File: config.mk
export PLATFORM = sky130hd
export DESIGN_NAME = nexthop_table
export DESIGN_NICKNAME = d
export VERILOG_FILES = /design/src/rtl/nexthop_table.sv
export SDC_FILE = /design/constraint.sdc
export NUM_CORES = 1
export LEC_CHECK = 0
export BUFFER_PORTS_ARGS = -buffer_cell sky130_fd_sc_hd__buf_2
export CAP_MARGIN = 10
export CELL_PAD_IN_SITES_DETAIL_PLACEMENT = 1
export CELL_PAD_IN_SITES_GLOBAL_PLACEMENT = 2
export CORE_MARGIN = 2
export CORE_UTILIZATION = 24
export DETAILED_ROUTE_END_ITERATION = 16
export PLACE_DENSITY = 0.75
export SYNTH_ARGS = -nofsm -noshare
export SYNTH_HDL_FRONTEND = slang
export SYNTH_SLANG_ARGS = --single-unit
File: constraint.sdc
create_clock -name clk -period 2.22 [get_ports clk]
set_input_delay 0.222 -clock clk [delete_from_list [all_inputs] [get_ports clk]]
set_output_delay 0.222 -clock clk [all_outputs]
set_load 0.02 [all_outputs]
File: src/rtl/nexthop_table.sv
// Per-input-channel next-hop store: locks an output-port address on a head flit,
// holds it until the tail releases it, and presents decoded requests to the arbiters.
module nexthop_table #(
  parameter int NUM_CH     = 5,
  parameter int ADDR_WIDTH = 3,
  parameter int NUM_PORTS  = 5,
  localparam int CNT_W     = $clog2(NUM_CH + 1)
) (
  input  logic                           clk,
  input  logic                           reset,
  input  logic [NUM_CH-1:0]              nht_write_i,
  input  logic [NUM_CH*ADDR_WIDTH-1:0]   nht_address_i,
  input  logic [NUM_CH-1:0]              nht_release_i,
  output logic [NUM_CH*ADDR_WIDTH-1:0]   nht_address_o,
  output logic [NUM_CH-1:0]              nht_valid_o,
  output logic [NUM_CH*NUM_PORTS-1:0]    nht_req_o,
  output logic [CNT_W-1:0]               nht_busy_count_o,
  output logic [NUM_CH-1:0]              nht_error_o
);

  if (NUM_PORTS > (2 ** ADDR_WIDTH)) begin : g_bad_ports
    $error("nexthop_table: NUM_PORTS exceeds the address space of ADDR_WIDTH");
  end
  if (NUM_CH < 1) begin : g_bad_ch
    $error("nexthop_table: NUM_CH must be at least 1");
  end

  localparam logic [ADDR_WIDTH:0] NUM_PORTS_W = (ADDR_WIDTH + 1)'(NUM_PORTS);

  logic [ADDR_WIDTH-1:0] addr_q [NUM_CH];
  logic [ADDR_WIDTH-1:0] addr_d [NUM_CH];
  logic [NUM_CH-1:0]     valid_q, valid_d;
  logic [NUM_CH-1:0]     err_q, err_d;

  logic [ADDR_WIDTH-1:0] wr_addr [NUM_CH];
  logic [NUM_CH-1:0]     in_range;

  for (genvar c = 0; c < NUM_CH; c++) begin : g_ch
    assign wr_addr[c]  = nht_address_i[c*ADDR_WIDTH +: ADDR_WIDTH];
    assign in_range[c] = {1'b0, wr_addr[c]} < NUM_PORTS_W;
    assign nht_address_o[c*ADDR_WIDTH +: ADDR_WIDTH] = addr_q[c];
  end

  always_comb begin
    // NOTE: every next-state signal takes its held value first, so no path can infer a latch.
    valid_d = valid_q;
    err_d   = err_q;
    for (int c = 0; c < NUM_CH; c++) begin
      addr_d[c] = addr_q[c];
      if (nht_write_i[c]) begin
        if (!in_range[c]) begin
          err_d[c] = 1'b1;
          if (nht_release_i[c]) valid_d[c] = 1'b0;
        end else if (!valid_q[c] || nht_release_i[c]) begin
          // Release+write in one cycle hands the entry straight to the next packet.
          addr_d[c]  = wr_addr[c];
          valid_d[c] = 1'b1;
        end else begin
          err_d[c] = 1'b1;
        end
      end else if (nht_release_i[c]) begin
        valid_d[c] = 1'b0;
      end
    end
  end

  always_ff @(posedge clk or negedge reset) begin
    if (!reset) begin
      // NOTE: the address storage is reset as well, since nht_address_o must read 0 during reset.
      for (int c = 0; c < NUM_CH; c++) addr_q[c] <= '0;
      valid_q <= '0;
      err_q   <= '0;
    end else begin
      // NOTE: non-blocking assignments so every register samples pre-edge values.
      addr_q  <= addr_d;
      valid_q <= valid_d;
      err_q   <= err_d;
    end
  end

  always_comb begin
    nht_req_o        = '0;
    nht_busy_count_o = '0;
    for (int c = 0; c < NUM_CH; c++) begin
      for (int p = 0; p < NUM_PORTS; p++) begin
        nht_req_o[c*NUM_PORTS + p] = valid_q[c] && (addr_q[c] == ADDR_WIDTH'(p));
      end
      nht_busy_count_o = nht_busy_count_o + CNT_W'(valid_q[c]);
    end
  end

  assign nht_valid_o = valid_q;
  assign nht_error_o = err_q;

endmodule

* After elaboration in Yosys (flattened, before gate mapping)
Cells that the tools add are included.
** Cells by class
- $add $sub $neg :: 4
- Multiply operators :: 0
- Div/mod/pow operators :: 0
- Order comparisons :: 5
- Eq/ne operators :: 30
- Shifts and indexed selects :: 0
- Mux-type cells :: 30
- Bitwise operators :: 0
- Reduce and logical (&&, ||, !) cells :: 50
** Operator list (count)
- 3-bit by 2-bit == test with 1-bit output (second input constant) :: 10
- 1-bit 2-to-1 mux :: 30
- 1-bit logical AND :: 25
- 3-bit by 1-bit == test with 1-bit output (second input constant) :: 5
- 3-bit == test (second input constant) :: 5
- 3-bit logical NOT :: 5
- 3-bit < comparator (second input constant) :: 5
- 3-bit by 2-bit inequality test with 1-bit output (second input constant) :: 5
- 3-bit AND reduction :: 5
- 2-bit inequality test (second input constant) :: 5
- 2-bit AND reduction :: 5
- 3-bit by 1-bit adder with 3-bit output :: 2
- 1-bit logical NOT :: 5
- 1-bit logical OR :: 5
- 2-bit by 1-bit adder with 3-bit output :: 1
- 1-bit by 1-bit adder with 2-bit output :: 1
** Storage, ports and cells
- Bits in registers :: 25
- Bits in latches :: 0
- Bits in writable memories :: 0
- ROM bits :: 0
- Output and inout port bits :: 53
- Word-level logic and storage cells :: 134
- Memories :: 0

* Logic depth before layout (Yosys ltp)
Gate-level depths: netlist (run 1).
- Word-level depth :: 5
- Depth in mapped cells :: 3

* Worst setup path before layout (run 1)
No wires, ideal clock.
- Kind :: reg-to-output
- Start :: register valid_q[0], in the netlist nht_valid_o[0]
- End :: output nht_busy_count_o[1]
- Arrival :: 1.753 ns
- Data required time :: 1.998 ns
- Slack :: 0.245 ns
- Stages on the path, launching flop included :: 4
- Buffers on the path :: 0
- Cells stage by stage :: dfrtp_1 > fa_1 > fa_1 > ha_1
** On the way
- Cells in the longest elaborated chain, start to end :: 4
** Ends and longest elaborated chain
- from (decl) :: RTL line 32 : logic [NUM_CH-1:0] valid_q, valid_d;
- from (signal assigned) :: RTL line 76 : valid_q <= valid_d;
- 1-bit by 1-bit adder with 2-bit output :: RTL line 88 : nht_busy_count_o = nht_busy_count_o + CNT_W'(valid_q[c]);
- 2-bit by 1-bit adder with 3-bit output :: RTL line 88
- 3-bit by 1-bit adder with 3-bit output (2 in series) :: RTL line 88
- to (decl) :: RTL line 17 : output logic [CNT_W-1:0] nht_busy_count_o,
No other way between the ends.

* Worst setup path in the final report (run 1)
- Start :: register valid_q[1], in the netlist nht_valid_o[1]
- End :: output nht_busy_count_o[1]
The elaborated chain is that of the path after synthesis.

==> results of run 1 <==
how the worst max path moves through the flow:
stage	startpoint	endpoint	slack [ns]	cells past startpoint
final	nht_valid_o[1]	nht_busy_count_o[1]	0.03	4
after CTS	nht_valid_o[0]	nht_busy_count_o[1]	0.007	4
after global placement	nht_valid_o[0]	nht_busy_count_o[1]	0.21	4
after floorplan	nht_valid_o[0]	nht_busy_count_o[1]	0.25	3
after global routing	nht_valid_o[1]	nht_busy_count_o[1]	-0.03	4
after detailed placement	nht_valid_o[0]	nht_busy_count_o[1]	0.20	4
metal layers:
layer  share of wire  track usage  vias to the layer above
li1                -            -                      580
met1            0.45       0.1625                      534
met2            0.45       0.2035                       59
met3           0.096      0.03765                        2
met4          0.0065      0.03214                        0
met5               0            0                        -
worst min-delay path: stages:
cell     delay, ns
buf_2         0.10
nand2_1       0.05
nand2_1       0.05
cell usage in the layout, fill, tap and decap left out:
cell | synthesis | layout
fa_2 | 0 | 1
nand3_2 | 5 | 5
buf_4 | 0 | 4
mux2_1 | 15 | 15
dfrtp_2 | 0 | 2
nor2_1 | 6 | 6
clkbuf_8 | 0 | 3
nor4b_1 | 2 | 2
a21o_1 | 5 | 5
ha_1 | 1 | 1
dfrtp_1 | 25 | 23
dlygate4sd3_1 | 0 | 1
o21ai_2 | 5 | 5
nor3b_1 | 4 | 4
clkinvlp_4 | 0 | 1
nor4bb_1 | 4 | 4
buf_2 | 0 | 79
nor3_1 | 8 | 8
nand2b_1 | 11 | 11
fa_1 | 2 | 1
nand2_1 | 20 | 20
and4b_1 | 1 | 1
metrics by stage:
stage / area (µm²) / TNS [ns] / setup WS [ns] / cells
2_1_floorplan: 1282 / 0 / 0.2450 / 114
3_3_place_gp: 1765 / 0 / 0.2149 / 263
3_5_place_dp: 1765 / 0 / 0.2040 / 263
4_1_cts: 1843 / 0 / 0.006780 / 270
5_1_grt: 1859 / -0.02934 / -0.02934 / 272
6_report: 1859 / 0 / 0.02965 / 272
cells by family after synthesis:
logic type	after synthesis	synth area share
and+or+nand+nor	61	0.2761
DFF	25	0.4878
muxes	15	0.1317
adders and majority gates	3	0.04098
AOI/OAI and AO/OA	10	0.06342
layout make-up:
class,count,area [µm²],share of cell area
multi-input cells,89,659.4,0.3546
flip-flops and latches,25,628.1,0.3378
repair buffers,84,435.4,0.2342
well taps,70,87.58,0.04711
clock buffers,3,41.29,0.02221
clock inverters,1,7.507,0.004038
cell usage after synthesis:
cell       n  area share
dfrtp_1   25        0.49
nand2b_1  11       0.054
and4b_1    1      0.0078
nor3_1     8       0.031
o21ai_2    5       0.034
fa_1       2       0.031
nand3_2    5       0.039
nor3b_1    4       0.023
nor4bb_1   4       0.031
mux2_1    15        0.13
nor4b_1    2       0.014
nand2_1   20       0.059
nor2_1     6       0.018
a21o_1     5       0.029
ha_1       1      0.0098
sequential cells by signal, summed over array words and instances (netlist names):
name           flops
nht_address_o     15
nht_valid_o        5
nht_error_o        5
power by group through the flow:
| stage | sequential, mW | combinational (mW) | clock, mW |
|---|---|---|---|
| after floorplan | 0.672 | 0.231 | 0 |
| after global placement | 0.613 | 0.483 | 0 |
| after detailed placement | 0.617 | 0.485 | 0 |
| final | 0.601 | 0.498 | 0.279 |
| after CTS | 0.604 | 0.499 | 0.291 |
| after global routing | 0.620 | 0.541 | 0.309 |
repair_timing:
| item | in CTS | in global routing |
|---|---|---|
| endpoints found under the hold margin | 25 | 0 |
| pin swaps | 0 | 1 |
| endpoints found under the setup margin | 2 | 1 |
| hold buffers | 1 | 0 |
| setup buffers | 2 | 2 |
| resized for setup | 2 | 1 |
==> impl_metrics.json, run 1 <==
{
  "top_level_ports": 80,
  "timing.critical_path.fanout_max": 2,
  "nFillCells": 645,
  "clkLatencyLatePin_ns": 0.27,
  "drcViolationCount": 0,
  "mappedNetlistArea_um2": 1282,
  "worstSetupEndpointType": "output pin",
  "die_height_um": 77.10,
  "crit_chain": "fa_1, fa_2, ha_1, buf_2",
  "slew_headroom": 0.6241,
  "post_drt_via_cell_ratio": 4.320,
  "synth_seq_area_share": 0.4878,
  "gpl.final_weighted_congestion": 0.7152,
  "hpwlAfterDp_um": 2923,
  "antenna_cells_inserted": 0,
  "fin_crit_ns": 2.190,
  "syn-instance-count": 114,
  "detail-route-antenna-nets": 0,
  "final.hold.worst_slack_ns": 0.1847,
  "rows": 26,
  "clk_transition_reported_paths_ns": 0.10,
  "clock_skew_ns": 0.005489,
  "min_delay_path_class": "in2reg",
  "detail_route.wirelength_um": 3558,
  "power.net_switching_uw": 540.0,
  "synth_seq_cells": 25,
  "routedWlPerCell_um": 13.08,
  "report.final.hold_viol_count": 0,
  "die_area_um2": 5944,
  "static_leakage_nw": 0.9187,
  "cts_max_level": 1,
  "clock-root-buffer": "clkbuf_8",
  "syn-mean-instance-area_um2": 11.25,
  "cp_top_family": "adder cells",
  "number_of_slew_limit_violations_in_the_final_report": 0,
  "syn_nets": 144,
  "drt-initial-drc-count": 48,
  "tritoncts.num_buffers": 3,
  "worst-path-buf-inv": 1,
  "clkSinkCount": 25,
  "i_o_buffers": 79,
  "maxCapViolations": 0,
  "power_switching_share": 0.3921,
  "yosys_warnings": 0,
  "grt-ovfl-total": 0,
  "floorplan.die.width_um": 77.10,
  "power.total_mw": 1.377,
  "startpoint_type": "flip-flop",
  "floorplan.initialDensity": 0.2495,
  "design.core.area_um2": 5140,
  "hold_start": "nht_write_i[3]",
  "track_usage": 0.1251,
  "finish.utilization": 0.3617,
  "firstDrtPassIters": 4,
  "rsz0062_at_grt": "true",
  "sequentialPowerShare": 0.436,
  "cpMaxStageDelayCell": "fa_1",
  "critPathKind": "reg2out",
  "first_pass_grt_wire_length_um": 6058,
  "reg2reg_depth": 5,
  "antenna_found_initial": 0,
  "finalCritPeriodShare": 0.9866,
  "finalSetupViolCount": 0,
  "max-clock-path-buffers": 2,
  "worst-endpoint-required_ns": 2.00,
  "clock_power_share": 0.202,
  "worst_r2r_endpoint": "nht_address_o[5]",
  "drive_gt1_frac": 0.4950,
  "reg2reg_slack_ns": 0.82,
  "power.internal_uw": 837.4,
  "detailroute.via_count": 1175,
  "cts_tree": "built",
  "worstHoldPathCells": 3,
  "max_slew.worst_pin.slew_ns": 0.5638,
  "worstPathArrival_ns": 1.97,
  "vdd_ir_drop_max_uv": 340.9,
  "power_frac_comb": 0.362,
  "synth_cell_types": 15,
  "rr_startpoint": "nht_valid_o[1]",
  "grt_max_degree": 26,
  "grt_pass1_vias": 1267,
  "status": "finished clean",
  "min_delay_worst_endpoint": "nht_valid_o[3]",
  "max_stage_delay_ns": 0.50,
  "timing.fmax_mhz": 456.5,
  "power_per_cell_area_nw_per_um2": 740.8,
  "syn2layout_area_growth_pct": 44.98,
  "nets": 233
}
No activity file was read; power rests on OpenSTA's default activity.
==> run 2: changes to the inputs <==
==> config.mk (replaced) <==
export PLATFORM = sky130hd
export DESIGN_NAME = nexthop_table
export DESIGN_NICKNAME = d
export VERILOG_FILES = /design/src/rtl/nexthop_table.sv
export SDC_FILE = /design/constraint.sdc
export NUM_CORES = 1
export LEC_CHECK = 0
export BUFFER_PORTS_ARGS = -buffer_cell sky130_fd_sc_hd__buf_2
export CAP_MARGIN = 10
export CELL_PAD_IN_SITES_DETAIL_PLACEMENT = 0
export CELL_PAD_IN_SITES_GLOBAL_PLACEMENT = 1
export CORE_MARGIN = 2
export CORE_UTILIZATION = 30
export CTS_CLUSTER_DIAMETER = 120
export DETAILED_ROUTE_END_ITERATION = 16
export PLACE_DENSITY = 0.74
export SYNTH_ARGS = -nofsm -noshare
export SYNTH_HDL_FRONTEND = slang
export SYNTH_SLANG_ARGS = --single-unit
==> impl_metrics.json, run 2 (synthesis gave the netlist of run 1 again) <==
{
  "maxCapViolations": 0,
  "min_delay_path_class": "in2reg",
  "clkSinkCount": 25,
  "max_slew.worst_pin.slew_ns": 0.5618,
  "die_height_um": 69.38,
  "detail_route.wirelength_um": 2994,
  "clk_transition_reported_paths_ns": 0.08,
  "rsz0062_at_grt": "true",
  "gpl.final_weighted_congestion": 0.7439,
  "largest_register_ff_count": 15,
  "nFillCells": 394,
  "drive_gt1_frac": 0.4900,
  "floorplan.die.width_um": 69.38,
  "routedWlPerCell_um": 11.98,
  "worst-endpoint-required_ns": 2.00,
  "detail-route-antenna-nets": 0,
  "finalCritPeriodShare": 0.9782,
  "drt-initial-drc-count": 41,
  "nets": 231,
  "finalSetupViolCount": 0,
  "max_stage_delay_ns": 0.47,
  "drcViolationCount": 0,
  "status": "finished clean",
  "route.met2.wl_um": 1440,
  "top_level_ports": 80,
  "worst-path-buf-inv": 1,
  "timing.critical_path.fanout_max": 5,
  "cts_tree": "built",
  "first_pass_grt_wire_length_um": 5016,
  "critPathKind": "reg2out",
  "static_leakage_nw": 0.9120,
  "number_of_slew_limit_violations_in_the_final_report": 0,
  "track_usage": 0.1276,
  "setup.worst_path.start": "nht_valid_o[3]",
  "fin_crit_ns": 2.172,
  "i_o_buffers": 79,
  "worst_r2r_endpoint": "nht_address_o[0]",
  "design.core.area_um2": 4058,
  "routedLengthMet1_um": 1260,
  "syn2layout_area_growth_pct": 43.02,
  "wl_met3_um": 273,
  "antenna_cells_inserted": 0,
  "grt_max_degree": 26,
  "critical_path_depth": 4,
  "rr_startpoint": "nht_valid_o[0]",
  "firstDrtPassIters": 2,
  "post_drt_via_cell_ratio": 4.660,
  "final_cell_mix": "78 x buf_2, 23 x dfrtp_1, 20 x nand2_1",
  "hpwlAfterDp_um": 2497,
  "rows": 23,
  "most_common_library_cell_in_the_layout_ignoring_fill_and_taps": "buf_2",
  "antenna_found_initial": 0,
  "route.top_layer_used": "met4",
  "clock-root-buffer": "clkbuf_8",
  "finish.utilization": 0.4521,
  "floorplan.initialDensity": 0.3161,
  "reg2reg_depth": 4,
  "vdd_ir_drop_max_uv": 274.7,
  "worstPathArrival_ns": 1.95,
  "tritoncts.num_buffers": 3,
  "clock_skew_ns": 0.003186,
  "startpoint_type": "flip-flop",
  "critical_path_destination": "nht_busy_count_o[1]",
  "reg2reg_slack_ns": 0.97,
  "cpMaxStageDelayCell": "fa_1",
  "clkLatencyLatePin_ns": 0.26,
  "fin_area_um2": 1834,
  "power_per_cell_area_nw_per_um2": 741.0,
  "max-clock-path-buffers": 2,
  "timing.fmax_mhz": 460.5,
  "detailroute.via_count": 1165,
  "cp_top_family": "adder cells",
  "slew_headroom": 0.6254,
  "grt_pass1_vias": 1143,
  "report.final.hold_viol_count": 0,
  "grt-ovfl-total": 0,
  "placedInstanceArea_um2": 1740,
  "die_area_um2": 4814,
  "crit_chain": "fa_1, fa_2, ha_4, buf_6",
  "worstSetupEndpointType": "output pin",
  "cts_max_level": 1
}
## run 2: cell types whose count changed in the layout (fill, tap and decap cells not counted)
| cell | delta |
|---|---|
| clkbuf_1 | +1 |
| clkinvlp_4 | -1 |
| ha_1 | -1 |
| buf_2 | -1 |
| buf_6 | +1 |
| ha_4 | +1 |
| buf_4 | -2 |
## run 2: worst min path at each step
stage	startpoint	cells past startpoint	endpoint
2_1_floorplan	reset	0	nht_address_o[0]
3_3_place_gp	reset	1	nht_address_o[10]
3_5_place_dp	reset	1	nht_address_o[11]
4_1_cts	nht_write_i[0]	2	nht_error_o[0]
5_1_grt	nht_address_i[8]	2	nht_address_o[8]
6_report	nht_write_i[0]	2	nht_error_o[0]
## run 2: area by class of cell
type | count | area [µm²] | share of cell area
well taps | 50 | 62.56 | 0.03411
flip-flops and latches | 25 | 628.1 | 0.3424
clock buffers | 4 | 45.04 | 0.02456
repair buffers | 82 | 426.7 | 0.2326
multi-input cells | 89 | 671.9 | 0.3663
## run 2: what timing repair did
item,4_1_cts,5_1_grt
setup buffers,2,0
endpoints found under the hold margin,25,0
gates resized for setup,3,3
endpoints found under the setup margin,2,1
pin swaps,0,2
hold buffers,1,0
## run 2: metal layers
layer | vias up | track usage
li1 | 578 | -
met1 | 535 | 0.1498
met2 | 50 | 0.2201
met3 | 2 | 0.03779
met4 | 0 | 0.04575
met5 | - | 0
## run 2: power breakdown
| group | leakage [nW] | switching [mW] | internal, mW | total [mW] |
|---|---|---|---|---|
| clock | 0.0228 | 0.128 | 0.128 | 0.256 |
| sequential | 0.277 | 0.0826 | 0.516 | 0.598 |
| combinational | 0.613 | 0.298 | 0.206 | 0.505 |
## run 2: stage by stage
| step | hold WS (ns) | cells | power [mW] | TNS (ns) | setup WS (ns) |
|---|---|---|---|---|---|
| finish | 0.1981 | 250 | 1.359 | 0 | 0.04845 |
| global route | 0.1919 | 250 | 1.453 | -0.02846 | -0.02846 |
| CTS | 0.1878 | 250 | 1.370 | 0 | 0.01188 |
| detailed placement | 0.2543 | 243 | 1.091 | 0 | 0.1895 |
| global placement | 0.2516 | 243 | 1.081 | 0 | 0.2153 |
| floorplan | -0.07359 | 114 | 0.9024 | 0 | 0.2450 |
